--- config.mk ---
export PLATFORM = sky130hd
export DESIGN_NAME = regfile_write_arbiter
export DESIGN_NICKNAME = d
export VERILOG_FILES = /design/src/rtl/regfile_write_arbiter.sv
export SDC_FILE = /design/constraint.sdc
export NUM_CORES = 1
export LEC_CHECK = 0
export BUFFER_PORTS_ARGS = -buffer_cell sky130_fd_sc_hd__buf_2
export CORE_UTILIZATION = 44
export CTS_CLUSTER_DIAMETER = 50
export DETAILED_ROUTE_END_ITERATION = 6
export MAX_ROUTING_LAYER = met4
export PLACE_DENSITY_LB_ADDON = 0.2
export REMOVE_ABC_BUFFERS = 1
export SLEW_MARGIN = 20
export SYNTH_ARGS = -nofsm -noshare
export SYNTH_HDL_FRONTEND = slang
export SYNTH_SLANG_ARGS = --single-unit
export TNS_END_PERCENT = 1
--- constraint.sdc ---
create_clock -name clk -period 4.7 [get_ports clk]
set_input_delay 0.94 -clock clk [delete_from_list [all_inputs] [get_ports clk]]
set_output_delay 0.94 -clock clk [all_outputs]
set_load 0.05 [all_outputs]
--- src/rtl/regfile_write_arbiter.sv ---
// Round-robin arbiter for the register file write port, with clear sequencing.
// Optional contention counter built when REGARB_STATS_EN is defined.
module regfile_write_arbiter #(
  parameter int NREQ = 3,
  parameter int AW   = 3,
  parameter int DW   = 16
) (
  input  logic               clk,
  input  logic               rst_n,
  input  logic [NREQ-1:0]    req_valid,
  input  logic [NREQ*AW-1:0] req_addr,
  input  logic [NREQ*DW-1:0] req_data,
  output logic [NREQ-1:0]    req_ready,
  input  logic               clr_req,
  output logic               clr_busy,
  output logic               rf_write,
  output logic [AW-1:0]      rf_inaddr,
  output logic [DW-1:0]      rf_in,
  output logic               rf_clear,
  output logic [1:0]         gnt_id,
  output logic               idle,
  output logic [15:0]        conflict_cnt
);

  typedef enum logic {ARB, CLEAR} state_e;

  state_e          state_q, state_d;
  logic [1:0]      last_q, last_d;
  logic            rf_write_q, rf_write_d;
  logic [AW-1:0]   rf_inaddr_q, rf_inaddr_d;
  logic [DW-1:0]   rf_in_q, rf_in_d;
  logic            rf_clear_q, rf_clear_d;
  logic            clr_busy_q, clr_busy_d;
  logic [1:0]      gnt_id_q, gnt_id_d;

  logic            found;
  logic [1:0]      gnt_idx, cand;
  logic [AW-1:0]   sel_addr;
  logic [DW-1:0]   sel_data;

  // Scan from the slot after the last winner, wrapping around.
  always_comb begin
    found   = 1'b0;
    gnt_idx = '0;
    cand    = '0;
    if (state_q == ARB && !clr_req) begin
      for (int k = 1; k <= NREQ; k++) begin
        cand = 2'((int'(last_q) + k) % NREQ);
        if (!found && req_valid[cand]) begin
          found   = 1'b1;
          gnt_idx = cand;
        end
      end
    end
  end

  always_comb begin
    req_ready          = '0;
    req_ready[gnt_idx] = found;
  end

  assign sel_addr = req_addr[gnt_idx*AW +: AW];
  assign sel_data = req_data[gnt_idx*DW +: DW];

  always_comb begin
    state_d     = ARB;
    last_d      = last_q;
    rf_write_d  = 1'b0;
    rf_inaddr_d = rf_inaddr_q;
    rf_in_d     = rf_in_q;
    rf_clear_d  = 1'b0;
    clr_busy_d  = 1'b0;
    gnt_id_d    = gnt_id_q;
    if (state_q == ARB && clr_req) begin
      state_d    = CLEAR;
      rf_clear_d = 1'b1;
      clr_busy_d = 1'b1;
    end else if (found) begin
      // Register 0 is hardwired: handshake completes but no write strobe.
      last_d      = gnt_idx;
      rf_write_d  = (sel_addr != '0);
      rf_inaddr_d = sel_addr;
      rf_in_d     = sel_data;
      gnt_id_d    = gnt_idx;
    end
  end

  always_ff @(posedge clk or negedge rst_n) begin
    if (!rst_n) begin
      state_q     <= ARB;
      last_q      <= 2'(NREQ - 1);
      rf_write_q  <= 1'b0;
      rf_inaddr_q <= '0;
      rf_in_q     <= '0;
      rf_clear_q  <= 1'b0;
      clr_busy_q  <= 1'b0;
      gnt_id_q    <= '0;
    end else begin
      state_q     <= state_d;
      last_q      <= last_d;
      rf_write_q  <= rf_write_d;
      rf_inaddr_q <= rf_inaddr_d;
      rf_in_q     <= rf_in_d;
      rf_clear_q  <= rf_clear_d;
      clr_busy_q  <= clr_busy_d;
      gnt_id_q    <= gnt_id_d;
    end
  end

  assign rf_write  = rf_write_q;
  assign rf_inaddr = rf_inaddr_q;
  assign rf_in     = rf_in_q;
  assign rf_clear  = rf_clear_q;
  assign clr_busy  = clr_busy_q;
  assign gnt_id    = gnt_id_q;
  assign idle      = (state_q == ARB) && !(|req_valid);

`ifdef REGARB_STATS_EN
  logic [15:0] conflict_cnt_q, conflict_cnt_d;
  logic [2:0]  nvalid;

  always_comb begin
    nvalid = '0;
    for (int i = 0; i < NREQ; i++) nvalid = nvalid + 3'(req_valid[i]);
    conflict_cnt_d = conflict_cnt_q;
    if (state_q == ARB && !clr_req && nvalid >= 3'd2 && conflict_cnt_q != 16'hFFFF)
      conflict_cnt_d = conflict_cnt_q + 16'd1;
  end

  always_ff @(posedge clk or negedge rst_n) begin
    if (!rst_n) conflict_cnt_q <= '0;
    else        conflict_cnt_q <= conflict_cnt_d;
  end

  assign conflict_cnt = conflict_cnt_q;
`else
  assign conflict_cnt = '0;
`endif

endmodule

---- Word level (Yosys, flattened, before mapping) ----
Cells that the tools add are included.
word-level totals
  flip-flop bits (word level) ............. 25
  input bits .............................. 63
  logic and storage cells ................. 57
operators by class
  add/sub/neg operators ................... 3
  multiply operators ...................... 1
  divide/modulo/power cells ............... 3
  $lt $le $gt $ge ......................... 5
  shift-type cells ........................ 2
  muxes and demuxes ....................... 21
  bitwise gates (word level) .............. 3
  reduce and logical (&&, ||, !) cells .... 13
operator list
  operator               count
  $mod 32x3->32 const B  3
  $shiftx 48x7->16       1
  $mux 1                 13
  $lt 2x3->1 const B     4
  $shiftx 9x5->3         1
  $mux 2                 4
  $add 2x2->3 const B    2
  $bmux 1 s2             3
  $logic_and 1x1->1      6
  $logic_not 1->1        4
  $mul 2x2->4 const B    1
  $add 2x1->3 const B    1
  $and 3x3->3            1
  $reduce_bool 3->1      1
  $reduce_or 3->1        1
  $demux 1 s2            1
  $ge 2x1->1 const B     1
  $not 1->1              2
  $reduce_and 2->1       1

---- Logic depth before layout (Yosys ltp) ----
  word-level depth ........................ 19
  depth in mapped cells ................... 11
  mapped depth without buffers ............ 8

---- Worst setup path after synthesis ----
OpenSTA, ideal clock, no wires.
  path type ............................... input-to-output
  from .................................... input port req_valid[0]
  to ...................................... output port req_ready[0]
  data arrival time ....................... 2,527 ps
  data required time ...................... 3,760 ps
  slack ................................... 1,233 ps
  stages .................................. 7
  path through ............................ or3b_1 -> o31ai_1 -> or3_1 -> buf_6 -> nand2_1 -> buf_2 -> nor2_1
between the ends
  longest elaborated chain between the ends .. 17
  elaborated cells on any way between the ends .. 26
  those cells by class .................... order compare (2); mux (18); bitwise (1); reduce/logical (5)
ends and longest elaborated chain
  item                                                            line  text
  from (decl)                                                     10    input logic [NREQ-1:0] req_valid,
  $bmux 1 s2                                                      49    if (!found && req_valid[cand]) begin
  $mux 1 (not written as such)                                    49
  $mux 1                                                          49
  $mux 1                                                          46    if (state_q == ARB && !clr_req) begin
  $logic_not 1->1                                                 49
  $logic_and 1x1->1                                               49
  $mux 1                                                          49
  $mux 1                                                          46
  $logic_not 1->1                                                 49
  $logic_and 1x1->1                                               49
  $mux 2                                                          49
  $mux 2                                                          46
  $lt 2x3->1 (not written as such) or $ge 2x1->1 (tied branches)  59    req_ready[gnt_idx] = found;
  $logic_and 1x1->1 (not written as such)                         59
  $mux 1 (not written as such)                                    59
  $demux 1 s2                                                     59
  $and 3x3->3 (no line) *                                         --
  to (decl)                                                       13    output logic [NREQ-1:0] req_ready,
Mark *: on every way between the ends. The rest lies on a longest branch, timed or not. The select of a mux whose other input is x is not followed.

---- Worst setup path in the final report ----
  from .................................... register last_q[0]
  to ...................................... output port req_ready[0]
between the ends
  longest elaborated chain between the ends .. 19
  elaborated cells on any way between the ends .. 32
  those cells by class .................... add/sub (3); div (3); order compare (2); mux (18); bitwise (1); reduce/logical (5)
ends and longest elaborated chain
  item                                                            line  text
  from (decl)                                                     28    logic [1:0] last_q, last_d;
  from (signal assigned)                                          91    last_q <= 2'(NREQ - 1);
  from (signal assigned)                                          100   last_q <= last_d;
  $add 2x1->3                                                     48    cand = 2'((int'(last_q) + k) % NREQ);
  $mod 32x3->32                                                   48
  $bmux 1 s2                                                      49
  $mux 1 (not written as such)                                    49
  $mux 1                                                          49
  $mux 1                                                          46
  $logic_not 1->1                                                 49
  $logic_and 1x1->1                                               49
  (+3 left out)                                                   --
  $logic_and 1x1->1                                               49
  $mux 2                                                          49
  $mux 2                                                          46
  $lt 2x3->1 (not written as such) or $ge 2x1->1 (tied branches)  59
  $logic_and 1x1->1 (not written as such)                         59
  $mux 1 (not written as such)                                    59
  $demux 1 s2                                                     59
  $and 3x3->3 (no line) *                                         --
Marks and branches as above.

==> results.json <==
{
  "port_buffers": 90,
  "cp_data_required_time_ns": 3.76,
  "setup_tns_ns": 0,
  "yosysMostFrequentCell": "dfrtp_1",
  "synth_common_cells": "dfrtp_1, buf_4, nand2_1",
  "coreArea_mm2": 0.003103,
  "grt_usage": 0.2091,
  "run_status": "finished clean",
  "numCtsBuffers": 3,
  "path_class": "reg -> out",
  "fillerInstances": 310,
  "hold_viol": 0,
  "initial_utilization": 0.4742,
  "power_leakage_uw": 0.0009415,
  "grt_setup_unrepaired": "false",
  "multiInputGateArea_um2": 683.2,
  "drt-initial-drc-count": 126,
  "max_stage_delay_ns": 0.43,
  "routabilityCongestion": 0.8736,
  "postCtsSetupBuffers": 0,
  "num_vias": 1485,
  "ys_seq_area_frac": 0.4090,
  "setup-violations-final": 0,
  "cp_max_fo": 13,
  "drt-wirelength-per-cell_um": 12.71,
  "power_density_mw_per_mm2": 716.8,
  "finalCriticalPeriod_ns": 3.839,
  "clk_pin_slew_ns": 0.12,
  "pin_count": 107,
  "cp_num_buf_inv": 2,
  "cap_violations": 0,
  "route.detailed.drc": 0,
  "crit_path_end_kind": "output pin",
  "cts_tree": "built",
  "cts_hold_buf": 0,
  "yosys-top-cells-area": "dfrtp_1, buf_4, a222oi_1",
  "synth_area_per_cell_um2": 9.254,
  "drv_slew": 0,
  "dp_hpwl_um": 2625,
  "regArea_um2": 601.8,
  "die_w_um": 59.83,
  "insertion_delay_ns": 0.31,
  "netlist_area_mm2": 0.001471,
  "async_reset_ff_frac": 1.000,
  "first_pass_iters": 6,
  "ant_nets": 0,
  "grt-ovfl-total": 0,
  "root_buffer": "clkbuf_4",
  "critPathLaunchType": "register",
  "row_count": 20,
  "areaGrowthSynthToFinish_pct": 26.11,
  "arrival_ns": 2.90,
  "grt_pass1_vias": 1195,
  "die_h_um": 59.83,
  "skew_ns": 0.001612,
  "pre_cts_ws_ns": 1.062,
  "slew_headroom": 0.5171,
  "clockBufferDepth": 2,
  "ys.flop_type": "dfrtp_1",
  "path_delay_family": "simple AND/OR/NAND/NOR gates",
  "synth_edf_count": 0,
  "layout.nets": 305,
  "irDropWorstVdd_v": 0.0003297,
  "tightest_slew_ns": 0.7243,
  "synth-seq-cells": 24,
  "synth.distinct_cells": 34,
  "synth_top_cell_area_share": 0.3912,
  "timing.fmax_ghz": 0.2605,
  "hp-class": "reg -> reg",
  "hold_slack_ns": 0.4937,
  "htreeDepth": 1,
  "cts_resized": 0,
  "yosys.area.top_type": "dfrtp_1",
  "n_antenna_cell": 0,
  "grt_pass1_wl_um": 5361,
  "dieArea_mm2": 0.003580,
  "grt_max_degree": 25,
  "layout_setup_ws_ns": 0.8611,
  "syn_inst": 159,
  "yosys_warnings": 0,
  "path_cells": "inv_1, ha_1, or3b_1, o31ai_1, or3_1, nand2_1, nor2_1, buf_2",
  "drive_gt1_frac": 0.4268,
  "clock_sinks": 24,
  "fin_util": 0.5980,
  "slowest_stage": "dfrtp_1",
  "timing.final.crit_share": 0.8168,
  "wirelength_um": 3598,
  "antenna_found_initial": 0,
  "viasPerCell": 5.247
}
-- worst paths after layout --
| check | start | end | slack, ns | cells after the start |
|---|---|---|---|---|
| worst max-delay path | last_q[0] | req_ready[0] | 0.86 | 8 |
| worst min-delay path | clr_busy | clr_busy | 0.49 | 1 |
| worst max register to register | last_q[0] | rf_in[2] | 2.14 | 8 |
| worst min register to register | clr_busy | clr_busy | 0.49 | 1 |
| max in group asynchronous | rst_n | last_q[1] | 3.75 | 1 |
| min in group asynchronous | rst_n | rf_in[8] | 0.58 | 1 |
-- power by group --
group	internal [uW]	switching [uW]	total, uW
combinational	233	629	862
clock	47.3	58.9	106
sequential	307	54.9	362
-- stage by stage --
stage | cell area [um2] | cells | total power, uW
floorplan | 1301 | 144 | 1019
global placement | 1819 | 279 | 1226
finish | 1856 | 283 | 1330
global route | 1856 | 283 | 1421
CTS | 1856 | 283 | 1339
detailed placement | 1819 | 279 | 1229
-- routing by layer --
layer / track usage / up-vias / wire, um
li1: - / 723 / -
met1: 0.2849 / 663 / 1572
met2: 0.3095 / 95 / 1621
met3: 0.03463 / 4 / 366
met4: 0.08306 / 0 / 38
met5: - / - / 0
-- cell usage in the layout (no fill, tap or decap), types with 7 or more instances in the layout --
master	netlist	routed
o21ai_1	12	12
nand2_1	16	16
a222oi_1	12	12
nor2_1	10	10
a221oi_1	7	7
dfrtp_1	23	23
conb_1	1	16
a21oi_1	8	8
nand3_1	7	7
buf_2	1	90
-- cell families (layout without fill, tap and decap cells) --
logic type                 Yosys count  in the layout  synth area share
buffers and inverters               35            100            0.1684
AOI/OAI and AO/OA                   51             51            0.2560
adders and majority gates            2              2           0.01700
and+or+nand+nor                     46             46            0.1471
DFF                                 24             24            0.4090
other                                1             16          0.002549
-- final cells by class --
cell class | instances | area share
Clock buffer | 4 | 0.01955
Inverter | 5 | 0.01146
Multi-Input combinational cell | 115 | 0.3682
Sequential cell | 24 | 0.3243
Tap cell | 44 | 0.02967
Timing Repair Buffer | 91 | 0.2468
-- registers in the layout, summed over array words and instances (netlist names) --
| signal | cells |
|---|---|
| last_q | 2 |
| gnt_id | 1 |
| rf_inaddr | 3 |
| rf_write | 1 |
| rf_in | 16 |
| clr_busy | 1 |
Power figures use the tool's default switching activity.
